`src/rtl/shift_sequencer.sv`:
```
// Multi-step shift controller around the ALU's registered 1-bit shifter stage.
// Each bit step takes two cycles: DRIVE presents cur, CAPTURE folds the shifter output back in.
module shift_sequencer #(
    parameter int WIDTH = 16,
    parameter int AMT_W = 4
) (
    input  logic             clk,
    input  logic             rst_n,
    input  logic             start,
    input  logic [WIDTH-1:0] operand,
    input  logic [AMT_W-1:0] amount,
    input  logic             dir,
    input  logic [1:0]       mode,
    output logic [WIDTH-1:0] shA,
    input  logic [WIDTH-1:0] shLeftIn,
    input  logic [WIDTH-1:0] shRightIn,
    output logic             busy,
    output logic             done,
    output logic [WIDTH-1:0] result
);

    localparam logic [1:0] MODE_ROTATE = 2'b01;
    localparam logic [1:0] MODE_ARITH  = 2'b10;
    localparam logic       DIR_RIGHT   = 1'b1;

    typedef enum logic [1:0] {
        IDLE    = 2'd0,
        DRIVE   = 2'd1,
        CAPTURE = 2'd2,
        DONE    = 2'd3
    } stateT;

    stateT            state;
    stateT            stateNext;
    logic [WIDTH-1:0] cur;
    logic [WIDTH-1:0] curNext;
    logic [AMT_W-1:0] cnt;
    logic [AMT_W-1:0] cntNext;
    logic             dirLat;
    logic             dirNext;
    logic [1:0]       modeLat;
    logic [1:0]       modeNext;

    logic [WIDTH-1:0] stepVal;
    logic [AMT_W-1:0] cntDec;

    assign cntDec = cnt - {{(AMT_W-1){1'b0}}, 1'b1};

    // The shifter always fills with zero; rotate and arithmetic right patch the vacated bit.
    always_comb begin
        if (dirLat == DIR_RIGHT) begin
            stepVal = shRightIn;
            if (modeLat == MODE_ROTATE) begin
                stepVal[WIDTH-1] = cur[0];
            end else if (modeLat == MODE_ARITH) begin
                stepVal[WIDTH-1] = cur[WIDTH-1];
            end
        end else begin
            stepVal = shLeftIn;
            if (modeLat == MODE_ROTATE) begin
                stepVal[0] = cur[WIDTH-1];
            end
        end
    end

    always_ff @(posedge clk or negedge rst_n) begin
        if (!rst_n) begin
            state   <= IDLE;
            cur     <= '0;
            cnt     <= '0;
            dirLat  <= 1'b0;
            modeLat <= 2'b00;
        end else begin
            state   <= stateNext;
            cur     <= curNext;
            cnt     <= cntNext;
            dirLat  <= dirNext;
            modeLat <= modeNext;
        end
    end

    always_comb begin
        stateNext = state;
        curNext   = cur;
        cntNext   = cnt;
        dirNext   = dirLat;
        modeNext  = modeLat;
        case (state)
            IDLE: begin
                if (start) begin
                    curNext   = operand;
                    cntNext   = amount;
                    dirNext   = dir;
                    modeNext  = mode;
                    stateNext = (amount == '0) ? DONE : DRIVE;
                end
            end
            DRIVE: begin
                stateNext = CAPTURE;
            end
            CAPTURE: begin
                curNext   = stepVal;
                cntNext   = cntDec;
                stateNext = (cntDec == '0) ? DONE : DRIVE;
            end
            DONE: begin
                stateNext = IDLE;
            end
            default: begin
                stateNext = IDLE;
            end
        endcase
    end

    always_comb begin
        busy = (state == DRIVE) || (state == CAPTURE);
        done = (state == DONE);
    end

    assign shA    = cur;
    assign result = cur;

endmodule

```
`config.mk`:
```
export PLATFORM = sky130hd
export DESIGN_NAME = shift_sequencer
export DESIGN_NICKNAME = d
export VERILOG_FILES = /design/src/rtl/shift_sequencer.sv
export SDC_FILE = /design/constraint.sdc
export NUM_CORES = 1
export LEC_CHECK = 0
export ABC_AREA = 1
export CAP_MARGIN = 20
export CELL_PAD_IN_SITES_DETAIL_PLACEMENT = 1
export CELL_PAD_IN_SITES_GLOBAL_PLACEMENT = 1
export CORE_MARGIN = 10
export CORE_UTILIZATION = 24
export CTS_BUF_LIST = sky130_fd_sc_hd__clkbuf_2
export DETAILED_ROUTE_END_ITERATION = 8
export PLACE_DENSITY_LB_ADDON = 0.1
export SETUP_SLACK_MARGIN = 0.4
export SYNTH_ARGS = -nofsm -noshare
export SYNTH_HDL_FRONTEND = slang
export SYNTH_SLANG_ARGS = --single-unit
export TNS_END_PERCENT = 20
```
`constraint.sdc`:
```
create_clock -name clk -period 1.5 [get_ports clk]
set_input_delay 0.225 -clock clk [delete_from_list [all_inputs] [get_ports clk]]
set_output_delay 0.225 -clock clk [all_outputs]
set_load 0.005 [all_outputs]
```
### Word level (Yosys, flattened, before mapping)

Index checks and enable logic that the tools add are counted.

* reduce and logical (&&, ||, !) cells: 8
* equal/unequal tests: 7
* $add $sub $neg: 1
* multiplexer cells: 12

Operators with widths (count)
* 16-bit 2-to-1 mux: 2
* 16-bit one-hot mux with 2 select lines: 1
* 4-bit logical NOT: 2
* 2-bit one-hot mux with 4 select lines: 1
* 4-bit one-hot mux with 2 select lines: 1
* 2-bit == test (second input constant): 3
* 2-bit 2-to-1 mux: 3
* 2-bit by 1-bit == test with 1-bit output (second input constant): 2
* 4-bit 2-to-1 mux: 1
* 4-bit inequality test (second input constant): 1
* 2-bit AND reduction: 2
* 4-bit by 1-bit subtractor with 4-bit output (second input constant): 1
* 1-bit 2-to-1 mux: 3
* 3-bit AND reduction: 1
* 2-bit logical NOT: 1
* 2-bit inequality test (second input constant): 1
* 2-bit nonzero test: 1
* 1-bit logical OR: 1

* bits in registers: 25
* output and inout port bits: 34
* bits of input ports: 58

### Logic depth before layout (Yosys ltp)

Gate-level depths: netlist of the first run.

* depth after elaboration: 5
* mapped depth: 10
* gate-level depth less buffers: 10

### Least setup slack after synthesis of the first run

OpenSTA, ideal clock, no wires.

* path type: flip-flop to flip-flop
* start: register state[0]
* end: register cur[0], in the netlist result[0]
* buffers on the path: 2
* arrival: 1.313 ns
* cell stages (with the launch flop): 10
* setup slack: 0.063 ns
* required time: 1.376 ns
* library setup time: 0.124 ns
* cells stage by stage: dfrtp_1 inv_1 ha_1 buf_4 inv_4 o21ai_2 inv_2 buf_6 a21oi_1 a21oi_1

* word-level cells in the longest chain between the ends: 3
* elaborated cells on any way between the ends: 6

RTL lines
* from (decl): RTL line 33 `stateT state;`
* from (signal assigned): RTL line 74 `state <= stateNext;`
* 2-bit == test / 2-bit logical NOT (equally long branches): RTL line 88 `case (state)`
* 2-bit nonzero test (no line) / 2-bit inequality test (equally long branches)
* 2-bit AND reduction (no line)
* to (signal assigned): RTL line 75 `cur <= curNext;`
* to (decl): RTL line 35 `logic [WIDTH-1:0] cur;`

Several ways; a longest one is shown, not always the timed one.
A chain may end at the register's enable or synchronous reset.

### Worst setup path after layout of the first run

* start: register state[1]
* end: output busy

* word-level cells in the longest chain between the ends: 2
* elaborated cells on any way between the ends: 3

RTL lines
* 2-bit by 1-bit == test with 1-bit output / 2-bit == test (equally long branches): RTL line 116 `busy = (state == DRIVE) || (state == CAPTURE);`
* 1-bit logical OR (*): RTL line 116
* to (decl): RTL line 17 `output logic busy,`

Every way passes the cells marked *; elsewhere a longest branch is shown, timed or not.

==> results.cfg, run 1 <==
[sta]
finalSetupTns_ns = 0
hold_viol = 0
fmax_mhz = 669
rsz0062_at_grt = yes
max_slew_margin = 0.765
fin_ws_ns = 0.00625
setup_viol = 0
tightestPinTransition_ns = 0.352
skew_ns = 0.0158
slew_violations = 0
fin_crit_sh = 0.996
period_minus_slack_ns = 1.49

[synthesis]
ys_warn_count = 0
synth-seq-area-share = 0.390
synth-seq-cells = 25
postSynthAreaPerCell_um2 = 7.35
syn-num-nets = 281
synthDistinctLibCells = 21
synth_cells = 218
syn_area_mm2 = 0.00160

[clocking]
cts.sink_count = 25
ctsHtreeMaxLevel = 1
root_buffer = clkbuf_2
clk_pin_slew_worst_paths_ns = 0.27
clk_latency_ns = 0.36
cts_tree = done
cts_hold_buf = 0
cts_buffers = 3
clock_path_buffers = 2

[grt]
gr-total-overflow = 0
grtUsageTotal = 0.121
grt_pass1_wl_um = 10100
grt_pass1_vias = 1992
grt_max_degree = 35
antenna_found_initial = 0

[worst_setup_path]
crit_fanout = 2
critPathLaunchType = register
slowest_delay_ns = 0.45
crit_family = flip-flops
endpoint_kind = primary output
path_cells = buf_6 -> inv_4 -> ha_4 -> buf_6
rr_worst_depth = 8
cp_slowest_cell = dfrtp_1
cpMostUsedCell = buf_6
critical_path_class = register to primary output
timing.rr.start = state[0]
worst-path-stages = 4
startpoint = state[1]
required_ns = 1.27
worstPathArrival_ns = 1.27
crit_buf_inv = 3

[floorplanning]
initial_utilization = 0.250
dieArea_mm2 = 0.0103
pin_count = 92
row_count = 29
dieHeight_um = 102
fp.dieW_um = 102
coreArea_mm2 = 0.00642

[placed_design]
dpl.hpwl_um = 4730
dp_cells = 368
post-place-ws_ns = 0.0180
finalWeightedCongestion = 0.743
port_buffers = 91

[routing]
dr.pass1.iters = 4
vias = 1770
routed_via_density = 4.49
wl_per_cell_um = 16.1
postRouteAntennaNets = 0
drt_wl_total_um = 6360
drtIter0Drc = 38
route.detailed.drc = 0

[status]
run_status = finished, final reports clean

[cells_and_area]
fillers = 806
final_common_cell = clkdlybuf4s50_1
final_cell_mix = 57 x clkdlybuf4s50_1, 42 x nor2_1, 31 x nand2_1
area_delta_synth_final_pct = 71.6
final_cells = 394
drive_gt1_frac = 0.287
antenna_cells = 0
final_net_count = 381

[pwr]
leakage_nw = 1.23
power.density_mw_per_mm2 = 1850
irDropWorstVdd_v = 0.000591

[min_path]
hp-class = input port to async pin

[flow_run]
maxCapViolations = 0
[layer usage]
metal / global-route usage / routed length (µm) / up-vias
met4: 0.0319 / 58 / 0
met1: 0.148 / 2700 / 824
met5: 0 / 0 / -
met3: 0.0361 / 483 / 4
met2: 0.204 / 3120 / 51
li1: - / - / 891
[logic make-up (layout without fill, tap and decap cells)]
family	after synthesis	count (layout)	share of synthesized area
AO/OA/AOI/OAI	62	62	0.207
buffers and inverters	42	141	0.160
adder cells (fa/ha/maj)	5	5	0.0390
flip-flops	25	25	0.390
AND/OR/NAND/NOR	84	84	0.204
[flip-flops by register name (all words and copies together), names as in the netlist]
signal / cells
result: 16
dirLat: 1
modeLat: 2
state: 2
cnt: 4
[worst paths after layout]
path	endpoint	slack, ns
max	busy	0.006
min	result[0]	0.18
max reg2reg	result[5]	0.02
min reg2reg	cnt[3]	0.58
max in group asynchronous	cnt[2]	1.05
min in group clk	modeLat[0]	0.44
[per-stage QoR]
step | total power [mW] | hold WS [ns] | area [µm²] | utilization
after CTS | 5.00 | 0.177 | 2680 | 0.417
after floorplan | 3.02 | -0.0706 | 1620 | -
after global placement | 4.26 | 0.511 | 2520 | 0.392
after detailed placement | 4.32 | 0.522 | 2520 | 0.392
after global routing | 5.61 | 0.173 | 2750 | 0.428
final | 5.08 | 0.183 | 2750 | 0.428
[synthesized netlist by cell type]
library cell,number,share of area
or2_2,1,0.0039
inv_1,12,0.028
buf_4,18,0.084
o21ai_0,16,0.050
nand3_1,5,0.016
inv_4,1,0.0039
clkbuf_1,1,0.0023
nor2_2,1,0.0039
nand2_1,32,0.075
o21ai_1,5,0.016
buf_6,3,0.021
inv_2,2,0.0047
o22ai_1,1,0.0039
o21ai_2,3,0.016
nor2_1,45,0.11
ha_1,5,0.039
o211ai_1,2,0.0094
buf_2,5,0.016
a21oi_1,34,0.11
a21oi_2,1,0.0055
dfrtp_1,25,0.39
[worst reg2reg max path, cell delays in order, from the launching register on]
cell	delay [ns]
dfrtp_1	0.45
inv_2	0.11
ha_2	0.22
inv_4	0.05
o21ai_4	0.15
inv_2	0.08
buf_12	0.15
a21oi_1	0.13
a21oi_1	0.08
[where the power goes]
group / switching [mW] / internal, mW / total [mW] / leakage [nW]
sequential: 0.247 / 1.01 / 1.26 / 0.290
combinational: 1.66 / 1.87 / 3.54 / 0.927
clock: 0.225 / 0.0605 / 0.285 / 0.0164
[area by class of cell]
| cell class | count | area [µm²] | share of cell area |
|---|---|---|---|
| repair buffers | 122 | 1160 | 0.420 |
| clock inverters | 1 | 5.00 | 0.00182 |
| inverters | 15 | 61.3 | 0.0223 |
| multi-input cells | 151 | 791 | 0.288 |
| flip-flops and latches | 25 | 626 | 0.227 |
| clock buffers | 3 | 15.0 | 0.00546 |
| well taps | 77 | 96.3 | 0.0350 |
[what timing repair did]
item	4_1_cts	5_1_grt
buffers inserted	20	2
gates resized for setup	170	13
pin swaps	0	5
setup endpoints to repair	59	59
No activity file was read; power rests on OpenSTA's default activity.
==> run 2, diff against run 1 <==
--- a/config.mk
+++ b/config.mk
@@ -15,6 +15,7 @@
 export DETAILED_ROUTE_END_ITERATION = 8
 export PLACE_DENSITY_LB_ADDON = 0.1
 export SETUP_SLACK_MARGIN = 0.4
+export SLEW_MARGIN = 20
 export SYNTH_ARGS = -nofsm -noshare
 export SYNTH_HDL_FRONTEND = slang
 export SYNTH_SLANG_ARGS = --single-unit
==> results of run 2 <==
Final layout, timing and power as in run 1 (identical DEF).
==> edit 1, RTL diff (config.mk and constraints of run 2) <==
Reset style: synchronous (`rst_n`), changed in one clocked block.
--- a/src/rtl/shift_sequencer.sv
+++ b/src/rtl/shift_sequencer.sv
@@ -63,7 +63,7 @@
         end
     end
 
-    always_ff @(posedge clk or negedge rst_n) begin
+    always_ff @(posedge clk) begin
         if (!rst_n) begin
             state   <= IDLE;
             cur     <= '0;
Formal check against the unedited RTL: differs if rst_n is asserted again (counterexample within 4 cycles, from zero or initial values and one cycle with rst_n low); with rst_n held inactive, the same outputs for 10 cycles.
==> edit 1 against run 2 <==
Setup slack gained 0.031 ns; area after synthesis is essentially flat; non-clock buffer count shrank 8; utilization shrank 0.86 points; sequential cell count is the same; count of clock-buffer cells in the layout grew 1; routed wire length shrank 0.61%; via count grew 0.96%; design area shrank 2.0%; critical endpoint is now result[15]; largest cell class unchanged.
Power is not compared: it rests on default switching activity, and its combinational part moved more than twofold at a synthesized area within 25%.
==> edit 1: results (changes against run 2) <==
Synth area leaders dfxtp_1, o21ai_0, a21oi_2; Area after DPL 0.00250 mm2 (-0.79%); layout cells sized above 1 34.0% (+5.3 points); largest net degree at the start of global routing 22 (-37%); worst-path maximum fanout 3 (+1); sequential area share after synthesis 31.3% (-7.8 points); Worst EP arrival 1.78 ns (+0.51 ns); Post-CTS Setup Bufs 12 (-40%); met1 Resource Use GR 13.7% (-1.1 points); M2 GR Usage 21.7% (+1.3 points); Hold Path Class input port to register; Multi-In Gates 154 (+2.0%); crit-path max cell delay 0.39 ns (-0.06 ns); Async SR Flop Fraction 0% (-100 points); r2r setup slk 0.04 ns (+0.02 ns); Worst-path clk slew 0.25 ns (-0.02 ns); Yosys cell types 23 (+9.5%); # fillers 801 (-0.62%); vias in the first global route 1975 (-0.85%); Seq. cell area 528 um2 (-16%); Vias per Instance 4.56 (+1.5%); Top delay family on crit path flip-flops; DP Cell Count 375 (+1.9%); signal buffers share of area 41.7% (-0.30 points); gpl congestion 0.713 (-4.0%); Hold Slack 0.439 ns (+0.255 ns); insertion delay of the later-clocked pin in the worst-skew pair 0.36 ns (about the same); first-pass GRT wire length 10.1 mm (-0.28%); DR WL met3 586 um (+21%); clock tree cell share of total cell area 0.743% (+0.015 points); Tightest Pin Transition 0.304 ns (-0.0481 ns); Cell Count, Final, Fillers Out 392 (-0.51%); clock buffers 4 (+1); Post-Syn Nets 289 (+2.8%); Post-Route WL 6.32 mm (-0.61%); Period minus WS final 1.46 ns (-0.0314 ns); DR iter-0 viols 25 (-34%); syn avg cell area 7.09 um2 (-3.6%); HPWL Detailed 4.77 mm (+0.91%); Slowest-stage cell, CP dfxtp_2; Non-CTS buffers 114 (-6.6%); cell count after synthesis 226 (+3.7%); multi-input logic portion of the cell area 31.5% (+2.7 points); Resize count post-CTS 94 (-45%); status complete, no violations
## edit 1: changes by cell type after synthesis, moves of 3 or more
cell,change
dfrtp_1,-25
o21ai_0,+24
a21oi_2,+15
a21oi_1,-9
nand3_1,+4
inv_1,+3
nand2_1,-16
nor2_1,-11
o21ai_1,-4
dfxtp_1,+25
## edit 1: logic make-up after synthesis
family | count (synthesis) | synth area share [%]
adders and majority gates | 5 | 3.91
buffers and inverters | 47 | 17.4
AOI/OAI and AO/OA | 84 | 30.5
and+or+nand+nor | 65 | 17.0
DFF | 25 | 31.3
## edit 1: final timing paths
| kind | endpoint | depth (start not counted) | from |
|---|---|---|---|
| max | result[15] | 10 | state[0] |
| min | result[1] | 3 | shRightIn[1] |
| max reg2reg | result[15] | 10 | state[0] |
| min reg2reg | modeLat[0] | 2 | modeLat[0] |
## edit 1: power by group
part	internal [mW]	switching [mW]	leakage (nW)
clock	0.0703	0.218	0.0166
combinational	0.748	0.619	0.899
sequential	0.807	0.109	0.214
==> edit 2, RTL diff (settings of run 2) <==
Made on the original files. The parameter `WIDTH` goes from 16 to 32.
--- a/src/rtl/shift_sequencer.sv
+++ b/src/rtl/shift_sequencer.sv
@@ -1,7 +1,7 @@
 // Multi-step shift controller around the ALU's registered 1-bit shifter stage.
 // Each bit step takes two cycles: DRIVE presents cur, CAPTURE folds the shifter output back in.
 module shift_sequencer #(
-    parameter int WIDTH = 16,
+    parameter int WIDTH = 32,
     parameter int AMT_W = 4
 ) (
     input  logic             clk,
Ports: changed (5 resized); port bits go from 92 to 172. No check against the original RTL was run, so the function may have changed too.
==> edit 2 against run 2 <==
The flow now finishes with violations (setup timing); setup slack lost 0.14 ns; critical path depth grew 6; first-iteration DRC count grew to 4.2 times the old value; power grew 100%; die area grew 48%; design area grew 89%; sequential cell count grew 16; routed wire length grew 100%; via count grew 79%; clock power grew 83%; area after synthesis grew 62%; clock skew shrank 0.0030 ns; register-to-register slack lost 0.15 ns; critical path type is now register to register; critical endpoint is now result[18]; largest cell class unchanged; largest power group unchanged.
==> edit 2: results (changes against run 2) <==
worst reg2reg path depth 10 (+2); Leak 2.31 nW (+87%); Synth area leaders dfrtp_1, a21oi_1, nand2_1; Async SR Flop Fraction 100% (unchanged); Top delay family on crit path buffers and inverters; total CTS buffers 5 (+2); Avg WL per Cell 18.3 um (+14%); Yosys cell types 19 (-9.5%); crit end category register; insertion delay of the later-clocked pin in the worst-skew pair 0.40 ns (+0.04 ns); gpl congestion 0.801 (+7.8%); setup total negative slack -3.35 ns (-3.35 ns); maximum clock path buffer count 2 (unchanged); Post-Syn Nets 467 (+66%); PortBufs 171 (+88%); DR iter-0 viols 161 (+320%); first-pass GRT wire length 19.3 mm (+90%); ys flop type dfrtp_1; sequential area share after synthesis 39.6% (+0.60 points); worst reg2reg endpoint result[18]; Startpoint Class register; status finished, violations left; TritonRoute pass-1 iters 4 (unchanged); root buf cell clkbuf_2; CTS H-Tree Depth 2 (+1); # fillers 1235 (+53%); violated checks setup timing; Yosys warning total 0 (unchanged); Slowest-stage cell, CP dfrtp_1; worst-path maximum fanout 5 (+3); worst flop-to-flop path startpoint state[1]; Worst-path clk slew 0.22 ns (-0.05 ns); vias in the first global route 3480 (+75%); # nets final 665 (+75%); largest net degree at the start of global routing 31 (-11%); HPWL Detailed 8.68 mm (+83%); total track usage 16.0% (+3.8 points); Final Setup Violations 38 (+38); initial antenna violation count 1 (+1); Tightest Pin Transition 0.474 ns (+0.123 ns); vias post-DR 3164 (+79%); Peak VDD IR 0.713 mV (+21%); crit-path max cell delay 0.42 ns (-0.03 ns); max reg flops 32 (+16); layout cells sized above 1 36.4% (+7.7 points); Worst EP arrival 1.95 ns (+0.68 ns); commonest cells in the netlist nand2_1, a21oi_1, nor2_1; gr ovfl total 0 (unchanged); Hold Path Class input port to async pin; fin worst setup slack -0.129 ns (-0.135 ns); clk_skew 0.0128 ns (-0.00300 ns)
-- edit 2: worst min-delay path by stage --
stage | startpoint | to | slack (ns) | cells after the start
floorplan | rst_n | cnt[0] | -0.07 | 0
global placement | rst_n | result[3] | 0.22 | 1
detailed placement | rst_n | result[3] | 0.21 | 1
CTS | rst_n | result[3] | 0.26 | 2
global route | rst_n | result[3] | 0.27 | 2
finish | rst_n | result[3] | 0.27 | 2
-- edit 2: cell type report --
class                           count  area share [%]
Antenna cell                        1          0.0482
Clock buffer                        8           0.771
Inverter                           15            1.23
Multi-Input combinational cell    247            26.8
Sequential cell                    41            19.7
Tap cell                          136            3.27
Timing Repair Buffer              244            48.1
-- edit 2: where the power goes --
part	switching, mW	internal, mW	leakage, nW
combinational	3.39	4.20	1.79
sequential	0.425	1.65	0.488
clock	0.384	0.137	0.0332
total	4.20	5.99	2.31
-- edit 2: logic make-up (layout without fill, tap and decap cells) --
| family | after synthesis | after routing | synth area share [%] |
|---|---|---|---|
| simple gates | 132 | 132 | 19.6 |
| compound gates | 110 | 110 | 21.7 |
| buf+inv | 68 | 267 | 16.7 |
| flops | 41 | 41 | 39.6 |
| fa+ha+maj | 5 | 5 | 2.42 |
| other cells | 0 | 1 | 0 |
-- edit 2: per-layer routing --
layer,share of wire (%),track usage [%]
met5,0,0
met4,1.4,3.78
met3,9.4,4.93
met1,41,19.3
met2,48,27.1
-- edit 2: timing repair --
action,CTS,global route
endpoints found under the setup margin,107,107
hold buffers,1,0
setup buffers,51,0
cloned,6,0
resized for setup,364,25
hold endpoints to repair,17,0
pin swaps,3,4
-- edit 2: metrics by stage --
step	instance area [um2]	cells	setup WS, ns
floorplan	2660	356	0.0973
global placement	4340	625	-0.00303
detailed placement	4340	625	-0.0331
CTS	5070	691	-0.0750
global route	5200	692	-0.202
finish	5200	692	-0.129
